### config.mk
export PLATFORM = sky130hd
export DESIGN_NAME = ll8_frame_padder
export DESIGN_NICKNAME = d
export VERILOG_FILES = /design/src/rtl/ll8_frame_padder_pkg.sv /design/src/rtl/ll8_frame_padder.sv
export SDC_FILE = /design/constraint.sdc
export NUM_CORES = 1
export LEC_CHECK = 0
export BUFFER_PORTS_ARGS = -buffer_cell sky130_fd_sc_hd__buf_4
export CORE_AREA = 2 2 39 41
export CTS_CLUSTER_DIAMETER = 50
export DETAILED_ROUTE_END_ITERATION = 10
export DIE_AREA = 0 0 41 43
export GPL_TIMING_DRIVEN = 0
export PLACE_DENSITY_LB_ADDON = 0.2
export SLEW_MARGIN = 30
export SYNTH_ARGS = -nofsm -noshare
export SYNTH_HDL_FRONTEND = slang
export SYNTH_SLANG_ARGS = --single-unit
### constraint.sdc
create_clock -name clk -period 1.8 [get_ports clk]
set_input_delay 0.36 -clock clk [delete_from_list [all_inputs] [get_ports clk]]
set_output_delay 0.36 -clock clk [all_outputs]
set_load 0.05 [all_outputs]
### src/rtl/ll8_frame_padder_pkg.sv
// Shared defaults and state encoding for the LL8 short-frame padder.
package ll8_frame_padder_pkg;

    localparam int         DEF_MIN_LEN  = 60;
    localparam logic [7:0] DEF_PAD_BYTE = 8'h00;

    typedef enum logic {
        PASS = 1'b0,
        PAD  = 1'b1
    } pad_state_t;

endpackage

### src/rtl/ll8_frame_padder.sv
// LL8 frame padder: passes frames through with zero latency and appends pad
// bytes after a clean eof so that every good frame is at least MIN_LEN bytes.
module ll8_frame_padder
    import ll8_frame_padder_pkg::*;
#(
    parameter int         MIN_LEN  = DEF_MIN_LEN,
    parameter logic [7:0] PAD_BYTE = DEF_PAD_BYTE
) (
    input  logic       clk,
    input  logic       reset,
    input  logic       clear,
    input  logic [7:0] datain,
    input  logic       sof_i,
    input  logic       eof_i,
    input  logic       error_i,
    input  logic       src_rdy_i,
    output logic       dst_rdy_o,
    output logic [7:0] dataout,
    output logic       sof_o,
    output logic       eof_o,
    output logic       error_o,
    output logic       src_rdy_o,
    input  logic       dst_rdy_i
);

    localparam int              CNT_W    = $clog2(MIN_LEN + 1);
    localparam logic [CNT_W-1:0] CNT_MAX  = CNT_W'(MIN_LEN);
    localparam logic [CNT_W-1:0] CNT_LAST = CNT_W'(MIN_LEN - 1);

    pad_state_t       state;
    logic [CNT_W-1:0] cnt;
    logic             short_eof;
    logic             in_xfer;
    logic             out_xfer;

    function automatic logic [CNT_W-1:0] sat_inc(input logic [CNT_W-1:0] v);
        return (v == CNT_MAX) ? v : v + CNT_W'(1);
    endfunction

    // cnt + 1 < MIN_LEN is the same test as cnt < MIN_LEN - 1, without widening
    assign short_eof = eof_i & ~error_i & (cnt < CNT_LAST);
    assign in_xfer   = src_rdy_i & dst_rdy_o;
    assign out_xfer  = src_rdy_o & dst_rdy_i;

    always_comb begin
        dst_rdy_o = dst_rdy_i;
        src_rdy_o = src_rdy_i;
        dataout   = datain;
        sof_o     = sof_i;
        eof_o     = eof_i & ~short_eof;
        error_o   = error_i;
        if (state == PAD) begin
            dst_rdy_o = 1'b0;
            src_rdy_o = 1'b1;
            dataout   = PAD_BYTE;
            sof_o     = 1'b0;
            eof_o     = (cnt == CNT_LAST);
            error_o   = 1'b0;
        end
    end

    always_ff @(posedge clk) begin
        if (reset || clear) begin
            state <= PASS;
            cnt   <= '0;
        end else begin
            case (state)
                PASS: begin
                    if (in_xfer) begin
                        if (!eof_i) begin
                            cnt <= sat_inc(cnt);
                        end else if (short_eof) begin
                            cnt   <= cnt + CNT_W'(1);
                            state <= PAD;
                        end else begin
                            cnt <= '0;
                        end
                    end
                end
                PAD: begin
                    if (out_xfer) begin
                        if (cnt == CNT_LAST) begin
                            cnt   <= '0;
                            state <= PASS;
                        end else begin
                            cnt <= cnt + CNT_W'(1);
                        end
                    end
                end
                default: begin
                    state <= PASS;
                    cnt   <= '0;
                end
            endcase
        end
    end

endmodule

==> impl_metrics.py, run 1 <==
metrics = {
    "power": {
        "p_int_mw": 0.302,
        "powerDensity_nw_per_um2": 559,
        "swShare_pct": 34.3,
        "combinationalPowerShare_pct": 33.8,
        "p_leak_nw": 0.359,
        "peakVddDrop_mv": 0.340,
        "clkPwrFrac_pct": 32.0,
        "p_sw_mw": 0.158,
        "seq_power_share_pct": 34.1,
    },
    "finish": {
        "drive_above_1_share_pct": 41.9,
        "final_common_cell": "buf_4",
        "diodes": 0,
        "area_growth_pct": 52.0,
        "multi_input_area_um2": 373,
        "finalInstanceArea_um2": 823,
        "final_cell_mix": "buf_4 (28), nor2b_1 (12), nand3_1 (10)",
        "fillers": 136,
        "nets": 124,
        "seq_area_um2": 141,
        "final_util_pct": 59.5,
    },
    "synth": {
        "synth_cell_type_count": 24,
        "syn-num-nets": 90,
        "ys_ff_latch": 7,
        "ys_seq_area_share_pct": 25.9,
        "syn_area_um2": 542,
        "synth_area_per_cell_um2": 7.52,
        "synthCells": 72,
        "ys_warn_count": 0,
    },
    "global_routing": {
        "grt_max_degree": 11,
        "grt-ovfl-total": 0,
        "track_usage_pct": 17.7,
        "antenna_found_initial": 0,
        "grt_pass1_vias": 562,
        "grt_pass1_wl_um": 2190,
    },
    "drt": {
        "drt_iter0_drc": 7,
        "wire_per_inst_um": 12.0,
        "ant_nets": 0,
        "drt_pass1_iterations": 5,
        "post-route-drc-count": 0,
        "wl_met2_um": 630,
        "wirelength_met1_um": 572,
        "vias": 630,
        "met3_wirelength_um": 229,
        "wl_um": 1450,
        "vias_per_cell": 5.21,
        "highest_layer": "met4",
    },
    "run_status": {
        "status": "complete, no violations",
    },
    "die": {
        "start_util_pct": 39.2,
        "core_area_um2": 1380,
        "die_width_um": 41,
        "io_pins": 29,
        "die-area_um2": 1760,
        "fp-row-count": 14,
        "die_h_um": 43,
    },
    "clocking": {
        "numCtsBuffers": 3,
        "clk_pin_slew_worst_paths_ns": 0.05,
        "cts_max_level": 1,
        "cts_root_buf": "clkbuf_4",
        "cts_tree": "built",
        "clock-sinks": 7,
        "clk_latency_ns": 0.25,
        "clockBufferDepth": 2,
        "cts_hold_buf": 0,
    },
    "timing": {
        "finClkSkew_ns": 0.000375,
        "final_hold_viol_count": 0,
        "setup_violations": 0,
        "max_freq_mhz": 574,
        "max-slew-margin-rel_pct": 67.0,
        "drv_slew": 0,
        "rsz0062_at_grt": "no",
        "period_minus_slack_ns": 1.74,
        "period_share_pct": 96.7,
        "worst_pin_slew_ns": 0.488,
        "fin_hold_ws_ns": 0.322,
    },
    "setup_path": {
        "cp_slowest_stage_delay_ns": 0.33,
        "rr_startpoint": "cnt[3]$_SDFFE_PP0P_",
        "required_ns": 1.44,
        "end_kind": "primary output",
        "cp_num_buf_inv": 2,
        "cp_top_family": "compound AO/OA/AOI/OAI gates",
        "crit_path_start": "cnt[1]$_SDFFE_PP0P_",
        "worstSetupStartpointType": "register",
        "cp_max_fo": 4,
        "crit_path_cell_trace": "ha_2 -> o22a_1 -> a31oi_4 -> inv_1 -> buf_6",
        "cpMaxStageDelayCell": "dfxtp_1",
        "crit_arrival_ns": 1.38,
        "crit_type": "register to primary output",
    },
    "placement": {
        "gp_congestion": 0.763,
        "place_hpwl_um": 1060,
        "place.port_buffers": 28,
        "placed_area_um2": 772,
    },
    "flow_run": {
        "maxCapViolations": 0,
    },
    "min_path": {
        "min_from": "dst_rdy_i",
        "hold_class": "input pin to register",
    },
}
-- sequential cells by signal (all words and copies together), names as in the netlist --
| name | cells |
|---|---|
| state | 1 |
| cnt | 6 |
-- metrics by stage --
stage                     cells  setup WS [ns]  TNS (ns)  power [mW]
after detailed placement    116        -0.0488   -0.0488       0.312
after floorplan              72         0.0463         0       0.254
after global placement      116        -0.0585   -0.0585       0.310
after global routing        121        0.00686         0       0.479
after CTS                   121         0.0206         0       0.459
final                       121         0.0587         0       0.460
-- metal layers --
| layer | GRT usage [%] | vias up |
|---|---|---|
| met1 | 21.6 | 271 |
| li1 | - | 321 |
| met5 | 0 | - |
| met4 | 8.67 | 0 |
| met2 | 27.2 | 35 |
| met3 | 4.71 | 3 |
-- power groups by stage --
stage               combinational, mW  sequential (mW)  clock, mW
finish                          0.156            0.157      0.147
global route                    0.165            0.157      0.157
CTS                             0.155            0.157      0.147
detailed placement              0.151            0.160          0
global placement                0.150            0.160          0
floorplan                      0.0938            0.160          0
-- repair_timing --
action | CTS | global route
setup endpoints to repair | 2 | 2
setup buffers | 1 | 0
pin swaps | 1 | 0
gates resized for setup | 3 | 3
-- Yosys cell counts --
library cell / instances / area share [%]
nor2b_1: 12 / 14
and3b_1: 1 / 1.6
a21oi_1: 3 / 2.8
a41o_4: 1 / 3.9
dfxtp_1: 7 / 26
buf_2: 2 / 1.8
a31oi_2: 1 / 2.3
and3_1: 1 / 1.2
a31oi_1: 4 / 4.6
nand2_1: 8 / 5.5
inv_1: 3 / 2.1
a41oi_1: 1 / 1.6
buf_6: 1 / 2.1
or2_2: 3 / 3.5
nand4b_1: 1 / 1.6
o22a_1: 1 / 1.6
nor2_1: 4 / 2.8
or4_1: 1 / 1.4
ha_1: 2 / 4.6
clkbuf_1: 2 / 1.4
nand3b_1: 1 / 1.4
nand3_1: 10 / 9.2
o21ai_2: 1 / 1.6
a311oi_1: 1 / 1.6
-- path summary, 6_finish.rpt --
check                        end  slack [ns]  cells past startpoint
max                        eof_o        0.06                      5
min             state$_SDFF_PP0_        0.32                      2
max reg2reg  cnt[5]$_SDFFE_PP0P_        0.15                      5
min reg2reg  cnt[0]$_SDFFE_PP0P_        0.48                      2
-- layout make-up --
type	instances	area share, %
Multi-Input combinational cell	57	45.3
Sequential cell	7	17.2
Timing Repair Buffer	29	26.9
Inverter	3	1.37
Tap cell	16	2.43
Buffer	5	3.65
Clock buffer	4	3.19
-- cells by family (layout without fill, tap and decap cells) --
group | after synthesis | in the layout | share of synthesized area, %
compound gates | 13 | 13 | 20.1
fa+ha+maj | 2 | 2 | 4.62
buf+inv | 8 | 41 | 7.39
flops | 7 | 7 | 25.9
simple gates | 42 | 42 | 42.0
(Power assumes the default switching activity.)
==> inputs of run 2 (changes only) <==
--- a/config.mk
+++ b/config.mk
@@ -6,10 +6,12 @@
 export NUM_CORES = 1
 export LEC_CHECK = 0
 export BUFFER_PORTS_ARGS = -buffer_cell sky130_fd_sc_hd__buf_4
-export CORE_AREA = 2 2 39 41
+export CELL_PAD_IN_SITES_DETAIL_PLACEMENT = 1
+export CELL_PAD_IN_SITES_GLOBAL_PLACEMENT = 1
+export CORE_MARGIN = 2
+export CORE_UTILIZATION = 29
 export CTS_CLUSTER_DIAMETER = 50
 export DETAILED_ROUTE_END_ITERATION = 10
-export DIE_AREA = 0 0 41 43
 export GPL_TIMING_DRIVEN = 0
 export PLACE_DENSITY_LB_ADDON = 0.2
 export SLEW_MARGIN = 30
==> impl_metrics.py, run 2 (synthesis gave the netlist of run 1 again) <==
metrics = {
    "run_status": {
        "status": "complete, no violations",
    },
    "die": {
        "fp-row-count": 15,
        "core_area_um2": 1750,
        "start_util_pct": 31.0,
        "io_pins": 29,
        "die_width_um": 47.2,
        "die-area_um2": 2230,
        "die_h_um": 47.2,
    },
    "finish": {
        "final_cell_mix": "buf_4 (31), nor2b_1 (12), nand3_1 (10)",
        "drive_above_1_share_pct": 44.9,
        "finalInstanceArea_um2": 867,
        "diodes": 0,
        "top_register": "cnt",
        "final_common_cell": "buf_4",
        "area_growth_pct": 60.0,
        "largestRegisters": "cnt (6), state (1)",
        "final_util_pct": 49.7,
        "largest_reg_flops": 6,
        "nets": 126,
    },
    "timing": {
        "max_freq_mhz": 564,
        "max-slew-margin-rel_pct": 66.8,
        "period_minus_slack_ns": 1.77,
        "final_hold_viol_count": 0,
        "finClkSkew_ns": 0.00501,
        "period_share_pct": 98.5,
        "rsz0062_at_grt": "yes",
        "finalSetupTns_ns": 0,
        "setup_violations": 0,
        "drv_slew": 0,
        "finalWorstSetupSlack_ns": 0.0263,
        "worst_pin_slew_ns": 0.491,
    },
    "setup_path": {
        "cp_max_fo": 4,
        "reg2reg_depth": 6,
        "required_ns": 1.44,
        "end_kind": "primary output",
        "crit_path_start": "cnt[1]$_SDFFE_PP0P_",
        "worstSetupStartpointType": "register",
        "rrSetupSlack_ns": 0.08,
        "crit_type": "register to primary output",
        "crit_arrival_ns": 1.41,
        "r2r-end": "cnt[5]$_SDFFE_PP0P_",
        "rr_startpoint": "cnt[0]$_SDFFE_PP0P_",
    },
    "drt": {
        "drt_iter0_drc": 5,
        "wire_per_inst_um": 12.7,
        "drt_pass1_iterations": 2,
        "ant_nets": 0,
        "wl_um": 1680,
        "vias_per_cell": 4.86,
        "vias": 642,
        "post-route-drc-count": 0,
    },
    "global_routing": {
        "grt-ovfl-total": 0,
        "grt_pass1_wl_um": 2380,
        "grt_max_degree": 11,
        "track_usage_pct": 15.6,
        "met3_usage_pct": 3.85,
        "met1_usage_pct": 16.0,
        "antenna_found_initial": 0,
        "use_met2_pct": 29.5,
        "grt_busiest_layer": "met2",
        "grt_pass1_vias": 566,
    },
    "flow_run": {
        "maxCapViolations": 0,
    },
    "min_path": {
        "hold_class": "input pin to register",
        "hold_depth": 2,
        "min_from": "dst_rdy_i",
        "min_to": "state$_SDFF_PP0_",
    },
    "clocking": {
        "clk_latency_ns": 0.26,
        "cts_tree": "built",
        "cts_root_buf": "clkbuf_4",
        "cts_max_level": 1,
        "clk_pin_slew_worst_paths_ns": 0.06,
        "cts_hold_buf": 0,
        "clockBufferDepth": 2,
        "clock-sinks": 7,
        "numCtsBuffers": 3,
    },
    "placement": {
        "place.port_buffers": 28,
        "dp_slack_ns": -0.0918,
        "placed_area_um2": 783,
        "gp_congestion": 0.690,
        "place_hpwl_um": 1310,
    },
    "power": {
        "powerDensity_nw_per_um2": 540,
        "peakVddDrop_mv": 0.324,
        "power.total_mw": 0.468,
        "p_leak_nw": 0.370,
    },
}
==> run 2: cell count changes in the layout (fill, tap and decap cells not counted), sizes merged <==
cell,previous run,this run
buf,33,35
==> run 2: through the flow <==
stage	instances	hold slack (ns)
floorplan	72	0.462
global route	132	0.341
detailed placement	125	0.495
CTS	130	0.316
finish	132	0.323
global placement	125	0.481
==> run 2: cell type report <==
class                           count  area, um^2
Fill cell                         224         878
Timing Repair Buffer               31         240
Tap cell                           25        31.3
Buffer                              5        32.5
Multi-Input combinational cell     57         383
Clock buffer                        4        26.3
Sequential cell                     7         143
Inverter                            3        11.3
==> run 2: how the worst max path moves through the flow <==
stage	to	cells after the start
floorplan	eof_o	4
global placement	eof_o	5
detailed placement	eof_o	5
CTS	src_rdy_o	4
global route	eof_o	5
finish	eof_o	5
==> run 2: timing repair <==
item	in CTS	in global routing
buffers inserted	1	2
setup endpoints to repair	2	2
resized for setup	4	8
hold endpoints to repair	0	0
pin swaps	1	2
==> run 2: power by group <==
part	switching, mW	internal (mW)
Sequential	0.00101	0.156
Clock	0.0668	0.0852
Combinational	0.0959	0.0631
Total	0.164	0.305
==> run 2: layer usage <==
layer / part of all wire (%) / vias to the layer above
met5: 0 / -
met4: 1.4 / 0
met3: 6.3 / 3
met2: 53 / 19
met1: 39 / 298
li1: - / 322
==> run 2: worst max-delay path: stages (launching register included) <==
cell	delay [ns]
dfxtp_2	0.34
ha_4	0.16
o22a_1	0.23
a31oi_4	0.21
inv_2	0.06
buf_8	0.14
